==> src/rtl/spi_slave_if_if.sv <==
// SPI pin-side and RAM-side signal bundle for the SPI slave front-end.
interface spi_slave_if_if #(
  parameter int FRAME_W   = 10,
  parameter int ADDR_SIZE = 8
);
  logic                 SS_n;
  logic                 MOSI;
  logic                 MISO;
  logic [FRAME_W-1:0]   rx_data;
  logic                 rx_valid;
  logic [ADDR_SIZE-1:0] tx_data;
  logic                 tx_valid;

  modport slave (
    input  SS_n, MOSI, tx_data, tx_valid,
    output rx_data, rx_valid, MISO
  );

  modport master (
    output SS_n, MOSI, tx_data, tx_valid,
    input  rx_data, rx_valid, MISO
  );
endinterface

==> src/rtl/spi_slave_if.sv <==
// SPI slave front-end: deserialises MOSI frames into RAM command/data words
// and serialises the RAM read byte back onto MISO, all in the SPI clock domain.
module spi_slave_if #(
  parameter int FRAME_W   = 10,
  parameter int ADDR_SIZE = 8
) (
  input logic           clk,
  input logic           rst,
  spi_slave_if_if.slave bus
);

  localparam int CNT_W = $clog2(FRAME_W + 1);
  localparam int TXC_W = $clog2(ADDR_SIZE);

  typedef enum logic [2:0] {
    IDLE,
    CHK_CMD,
    WRITE,
    READ_ADD,
    READ_DATA
  } state_t;

  state_t               state;
  logic [CNT_W-1:0]     bit_cnt;
  logic [FRAME_W-2:0]   shreg;
  logic [FRAME_W-1:0]   frame_next;
  logic [FRAME_W-1:0]   rx_data_q;
  logic                 rx_valid_q;
  logic [ADDR_SIZE-1:0] tx_buf;
  logic [TXC_W-1:0]     tx_cnt;
  logic                 miso_q;
  logic                 rd_addr_done;
  logic                 wait_tx;

  always_comb begin
    frame_next = {shreg, bus.MOSI};
  end

  always_ff @(posedge clk) begin
    if (rst) begin
      state        <= IDLE;
      bit_cnt      <= '0;
      shreg        <= '0;
      rx_data_q    <= '0;
      rx_valid_q   <= 1'b0;
      tx_buf       <= '0;
      tx_cnt       <= '0;
      miso_q       <= 1'b0;
      rd_addr_done <= 1'b0;
      wait_tx      <= 1'b0;
    end else begin
      rx_valid_q <= 1'b0;
      if (bus.SS_n) begin
        // Frame abandoned or finished: rd_addr_done survives so that a read
        // address frame can be followed by a separate read data frame.
        state   <= IDLE;
        bit_cnt <= '0;
        shreg   <= '0;
        tx_buf  <= '0;
        tx_cnt  <= '0;
        miso_q  <= 1'b0;
        wait_tx <= 1'b0;
      end else begin
        case (state)
          IDLE: state <= CHK_CMD;
          CHK_CMD: begin
            shreg   <= frame_next[FRAME_W-2:0];
            bit_cnt <= CNT_W'(1);
            if (!bus.MOSI)         state <= WRITE;
            else if (rd_addr_done) state <= READ_DATA;
            else                   state <= READ_ADD;
          end
          WRITE, READ_ADD, READ_DATA: begin
            // Counter parks at FRAME_W; extra MOSI bits are ignored.
            if (bit_cnt != CNT_W'(FRAME_W)) begin
              shreg   <= frame_next[FRAME_W-2:0];
              bit_cnt <= bit_cnt + 1'b1;
              if (bit_cnt == CNT_W'(FRAME_W - 1)) begin
                rx_data_q  <= frame_next;
                rx_valid_q <= 1'b1;
                if (state == READ_ADD) rd_addr_done <= 1'b1;
                if (state == READ_DATA) begin
                  rd_addr_done <= 1'b0;
                  wait_tx      <= 1'b1;
                end
              end
            end
          end
          default: state <= IDLE;
        endcase

        // tx_cnt counts bits still to follow the one currently on MISO.
        if (wait_tx && bus.tx_valid) begin
          miso_q  <= bus.tx_data[ADDR_SIZE-1];
          tx_buf  <= {bus.tx_data[ADDR_SIZE-2:0], 1'b0};
          tx_cnt  <= TXC_W'(ADDR_SIZE - 1);
          wait_tx <= 1'b0;
        end else if (tx_cnt != '0) begin
          miso_q <= tx_buf[ADDR_SIZE-1];
          tx_buf <= {tx_buf[ADDR_SIZE-2:0], 1'b0};
          tx_cnt <= tx_cnt - 1'b1;
        end else begin
          miso_q <= 1'b0;
        end
      end
    end
  end

  assign bus.rx_data  = rx_data_q;
  assign bus.rx_valid = rx_valid_q;
  assign bus.MISO     = miso_q;

endmodule

==> src/flat_wrapper.sv <==
// flat-port wrapper written by rule: the top's interface ports become plain ports
module spi_slave_if_flat 
#(
  parameter int FRAME_W   = 10,
  parameter int ADDR_SIZE = 8
)
  (clk, rst, bus_SS_n, bus_MOSI, bus_tx_data, bus_tx_valid, bus_rx_data, bus_rx_valid, bus_MISO);
  spi_slave_if_if #(.FRAME_W(FRAME_W), .ADDR_SIZE(ADDR_SIZE)) bus_i ();
  input logic clk;
  input logic rst;
  input wire logic [$bits(bus_i.SS_n)-1:0] bus_SS_n;
  input wire logic [$bits(bus_i.MOSI)-1:0] bus_MOSI;
  input wire logic [$bits(bus_i.tx_data)-1:0] bus_tx_data;
  input wire logic [$bits(bus_i.tx_valid)-1:0] bus_tx_valid;
  output wire logic [$bits(bus_i.rx_data)-1:0] bus_rx_data;
  output wire logic [$bits(bus_i.rx_valid)-1:0] bus_rx_valid;
  output wire logic [$bits(bus_i.MISO)-1:0] bus_MISO;
  assign bus_i.SS_n = bus_SS_n;
  assign bus_i.MOSI = bus_MOSI;
  assign bus_i.tx_data = bus_tx_data;
  assign bus_i.tx_valid = bus_tx_valid;
  assign bus_rx_data = bus_i.rx_data;
  assign bus_rx_valid = bus_i.rx_valid;
  assign bus_MISO = bus_i.MISO;
  spi_slave_if #(.FRAME_W(FRAME_W), .ADDR_SIZE(ADDR_SIZE)) u_core (.clk(clk), .rst(rst), .bus(bus_i));
endmodule
==> config.mk <==
export PLATFORM = sky130hd
export DESIGN_NAME = spi_slave_if_flat
export DESIGN_NICKNAME = d
export VERILOG_FILES = /design/src/rtl/spi_slave_if_if.sv /design/src/rtl/spi_slave_if.sv /design/src/flat_wrapper.sv
export SDC_FILE = /design/constraint.sdc
export NUM_CORES = 1
export LEC_CHECK = 0
export ABC_AREA = 1
export CAP_MARGIN = 20
export CORE_AREA = 2 2 69 71
export CTS_CLUSTER_DIAMETER = 40
export CTS_CLUSTER_SIZE = 40
export DETAILED_ROUTE_END_ITERATION = 8
export DIE_AREA = 0 0 71 73
export GPL_ROUTABILITY_DRIVEN = 0
export PLACE_DENSITY_LB_ADDON = 0.15
export SLEW_MARGIN = 20
export SYNTH_ARGS = -nofsm -noshare
export SYNTH_HDL_FRONTEND = slang
export SYNTH_SLANG_ARGS = --single-unit
==> constraint.sdc <==
create_clock -name clk -period 3.86 [get_ports clk]
set_clock_uncertainty 0.2 [all_clocks]
set_input_delay 0.772 -clock clk [delete_from_list [all_inputs] [get_ports clk]]
set_output_delay 0.772 -clock clk [all_outputs]
set_load 0.005 [all_outputs]
== Word-level counts from Yosys, hierarchy flattened ==
Cells that the tools add are included.
Widths: inputs -> output; s select.
Word-level totals
  bits in registers: 40
  word-level logic and storage cells: 52
Operators by class
  add/subtract/negate cells: 2
  eq/ne operators: 7
  mux-type cells: 16
  bitwise gates (word level): 3
  reduce and logical (&&, ||, !) cells: 14
Operators with widths (number)
  $pmux 9 s2: 1
  $mux 8: 2
  $mux 3: 4
  $mux 9: 1
  $pmux 3 s3: 1
  $pmux 4 s2: 1
  $reduce_and 4->1: 2
  $eq 3x2->1 const B: 2
  $reduce_bool 2->1: 3
  $reduce_or 3->1: 2
  $mux 1: 5
  $reduce_and 5->1: 1
  $add 4x1->4 const B: 1
  $eq 4x4->1 const B: 1
  $mux 4: 1
  $ne 4x4->1 const B: 1
  $reduce_or 4->1: 1
  $eq 3x1->1 const B: 1
  $eq 3x3->1 const B: 1
  $logic_not 3->1: 1
  $not 1->1: 3
  $reduce_bool 3->1: 1
  $sub 3x1->3 const B: 1
  $ne 2x1->1 const B: 1
  other kinds (3): 3

== Logic depth before layout (Yosys ltp) ==
  depth in word-level cells: 4
  mapped depth: 8
  depth with buffers taken out: 8

== Worst setup path after synthesis ==
OpenSTA, ideal clock, no wires.
  path type: input-to-reg
  from: input bus_tx_valid
  to: register u_core.tx_buf[6]
  setup time: 123 ps
  arrival time: 1442 ps
  slack: 2096 ps
  stages on the path: 6
  cell sequence: nand2_1 clkinv_1 nor2_4 inv_1 nand2_1 o21ai_0
Between the ends
  cells in the longest elaborated chain, start to end: 2
RTL lines
  start: declaration: line flat_wrapper.sv:14  | input wire logic [$bits(bus_i.tx_valid)-1:0] bus_tx_valid;
  $logic_and 1x1->1 (*): line spi_slave_if.sv:93  | if (wait_tx && bus.tx_valid) begin
  $mux 8 or $reduce_bool 2->1 (tied branches)
  end signal: assignment: line spi_slave_if.sv:95  | tx_buf <= {bus.tx_data[ADDR_SIZE-2:0], 1'b0};
  end signal: assignment: line spi_slave_if.sv:100  | tx_buf <= {tx_buf[ADDR_SIZE-2:0], 1'b0};
  end: declaration: line spi_slave_if.sv:29  | logic [ADDR_SIZE-1:0] tx_buf;
Mark *: on every way between the ends. The rest lies on a longest branch, timed or not.
A chain may end at the register's enable or synchronous reset.

== Final worst setup path ==
  from: input rst
  to: register u_core.tx_buf[6]
Between the ends
  cells in the longest elaborated chain, start to end: 1
RTL lines
  start: declaration: line flat_wrapper.sv:10  | input logic rst;
  $reduce_or 2->1 (no source line)
No other way between the ends.

==> impl_metrics.ini <==
[run_status]
status = complete, no violations

[clock_tree]
cts_tree = done
numCtsBuffers = 5
clock-sinks = 40
postCtsSetupBuffers = 0
root_buffer = clkbuf_8
htreeDepth = 2
ctsResizeCount = 0
clkTransAtPathRegs_ns = 0.08
ctsHoldBuffers = 0
cts.path.max_buffers = 2
clock_latency_ns = 0.29

[synth]
synth_top_area_share = 0.465
syn_area_um2 = 1720
synth_flop_cell = dfxtp_1
synth_most_common_cell = nor2_1
synth.area.top_cells = dfxtp_1 (47%), nor2_1 (8.9%), nand2_1 (5.9%)
yosysSeqAreaShare = 0.465
synthDistinctLibCells = 27
syn_nets = 242
syn_area_per_cell_um2 = 7.68
synthCells = 224
ys_async_sr_fraction = 0
yosys_warnings = 0
ys_top_cells_by_count = nor2_1 (41), dfxtp_1 (40), nand2_1 (27), inv_1 (21), a21oi_1 (16)
synth_edf_count = 0
yosysTopAreaCell = dfxtp_1
ys_ff_latch = 40

[route]
vias_per_cell = 4.77
antenna_left = 0
wl_per_cell_um = 10.9
detail_route.wirelength_um = 3310
drc = 0
first_pass_iters = 4
initialDrtViolationCount = 135
vias = 1451

[pwr]
power_leakage_nw = 0.825
finalPower_w = 0.000759
ir_drop_uv = 142
power_density_nw_per_um2 = 365

[floorplan]
rows = 25
dieArea_um2 = 5180
initial_core_util = 0.379
core_um2 = 4540
die_h_um = 73
io_pins = 25
die-width_um = 71

[critical_path]
r2r_start = u_core.wait_tx
crit_path_start_kind = input pin
r2r_cells = 6
startpoint = rst
crit_path_end_kind = register
endpoint = u_core.tx_buf[6]
reg2reg_setup_slack_ns = 2.00
cpMaxStageDelayCell = inv_1
required_ns = 3.88
reg2reg_to = u_core.tx_buf[6]
critPathArrivalTime_ns = 2.58
path_class = in2reg
crit_chain = clkdlybuf4s50_1, inv_1, nand2_1, inv_1, nand2_1, o21ai_0
cp_max_fo = 15
max_stage_delay_ns = 0.46

[flow_run]
timing.max_cap.violations = 0

[sta]
worstMarginPinSlew_ns = 0.495
min_period_over_period = 0.664
setup_viol = 0
relSlewSlack = 0.669
fin_crit_ns = 2.56
max_freq_mhz = 390
setup_tns_ns = 0
drv_slew = 0
rsz0062_at_grt = false
final-hold-violation-count = 0

[global_route]
globalRouteOverflowTotal = 0
grt_pass1_vias = 1248
grt_max_degree = 16
grt_pass1_wl_um = 5490
grtUsageTotal = 0.134
antenna_found_initial = 0

[placement]
dpl.hpwl_um = 2350
io_buffers = 24

[hold_path]
min_path_type = reg2reg

[cells_and_area]
final_util = 0.459
areaGrowthSynthToFinish_pct = 20.9
drive_above_1_share = 0.100
insertedDiodeCount = 0
nets = 267
routing by layer:
layer	routed length (um)	track usage
met1	1790	0.189
met2	1350	0.192
met3	141	0.0470
met4	27	0.0440
met5	0	0
worst min-delay path by stage:
| stage | from | end | cells past startpoint |
|---|---|---|---|
| 2_1_floorplan | u_core.tx_buf[1] | u_core.tx_buf[1] | 2 |
| 3_3_place_gp | u_core.tx_buf[1] | u_core.tx_buf[1] | 2 |
| 3_5_place_dp | u_core.tx_buf[1] | u_core.tx_buf[1] | 2 |
| 4_1_cts | u_core.tx_buf[1] | u_core.tx_buf[1] | 2 |
| 5_1_grt | u_core.tx_cnt[1] | u_core.tx_cnt[1] | 2 |
| 6_report | u_core.tx_buf[1] | u_core.tx_buf[1] | 2 |
per-stage QoR:
stage | hold slack [ns] | worst slack [ns] | cell area (um^2) | std cells
after CTS | 0.269 | 1.27 | 2080 | 304
after floorplan | 0.240 | 2.10 | 1720 | 224
after detailed placement | 0.258 | 0.963 | 1990 | 296
after global placement | 0.254 | 1.04 | 1990 | 296
final | 0.266 | 1.30 | 2080 | 304
after global routing | 0.280 | 1.10 | 2080 | 304
area by class of cell:
type | instances | area [um^2]
repair buffers | 24 | 240
clock inverters | 2 | 10.0
clock buffers | 6 | 82.6
well taps | 54 | 67.6
inverters | 26 | 97.6
multi-input cells | 152 | 782
flip-flops and latches | 40 | 801
fillers | 461 | 2450
cells by family after synthesis:
logic type,synth area share
fa+ha+maj,0.0364
compound gates,0.144
buf+inv,0.0800
flops,0.465
xor+xnor,0.00509
simple gates,0.269
state kept, by name, summed over array words and instances, names as in the netlist:
signal / count
u_core.tx_cnt: 3
u_core.bus.rx_valid: 1
u_core.bus.MISO: 1
u_core.rd_addr_done: 1
u_core.bit_cnt: 4
u_core.state: 3
u_core.wait_tx: 1
u_core.bus.rx_data: 10
u_core.tx_buf: 7
u_core.shreg: 9
power breakdown:
group          leakage, nW  switching, W  total [W]  internal (W)
logic                0.451     0.0000295  0.0000507     0.0000212
registers            0.323    0.00000515   0.000423      0.000418
clock network       0.0510      0.000142   0.000285      0.000143
critical path, delay by kind of cell:
family                 cells  cell delay (ns)
buffers and inverters      3             1.10
AND/OR/NAND/NOR            2             0.55
AO/OA/AOI/OAI              1             0.16
cells in the final DEF, fill, tap and decap left out, drive strengths merged:
| master | synthesis | routed |
|---|---|---|
| a21oi | 16 | 16 |
| a31oi | 3 | 3 |
| clkbuf | 3 | 6 |
| clkdlybuf4s50 | 0 | 24 |
| clkinv | 1 | 3 |
| dfxtp | 40 | 40 |
| ha | 5 | 5 |
| inv | 25 | 25 |
| nand2 | 32 | 32 |
| nand3 | 15 | 15 |
| nand3b | 1 | 1 |
| nand4 | 2 | 2 |
| nor2 | 46 | 46 |
| nor3 | 3 | 3 |
| o211ai | 2 | 2 |
| o21ai | 26 | 26 |
| xnor2 | 1 | 1 |
(Power assumes the default switching activity.)
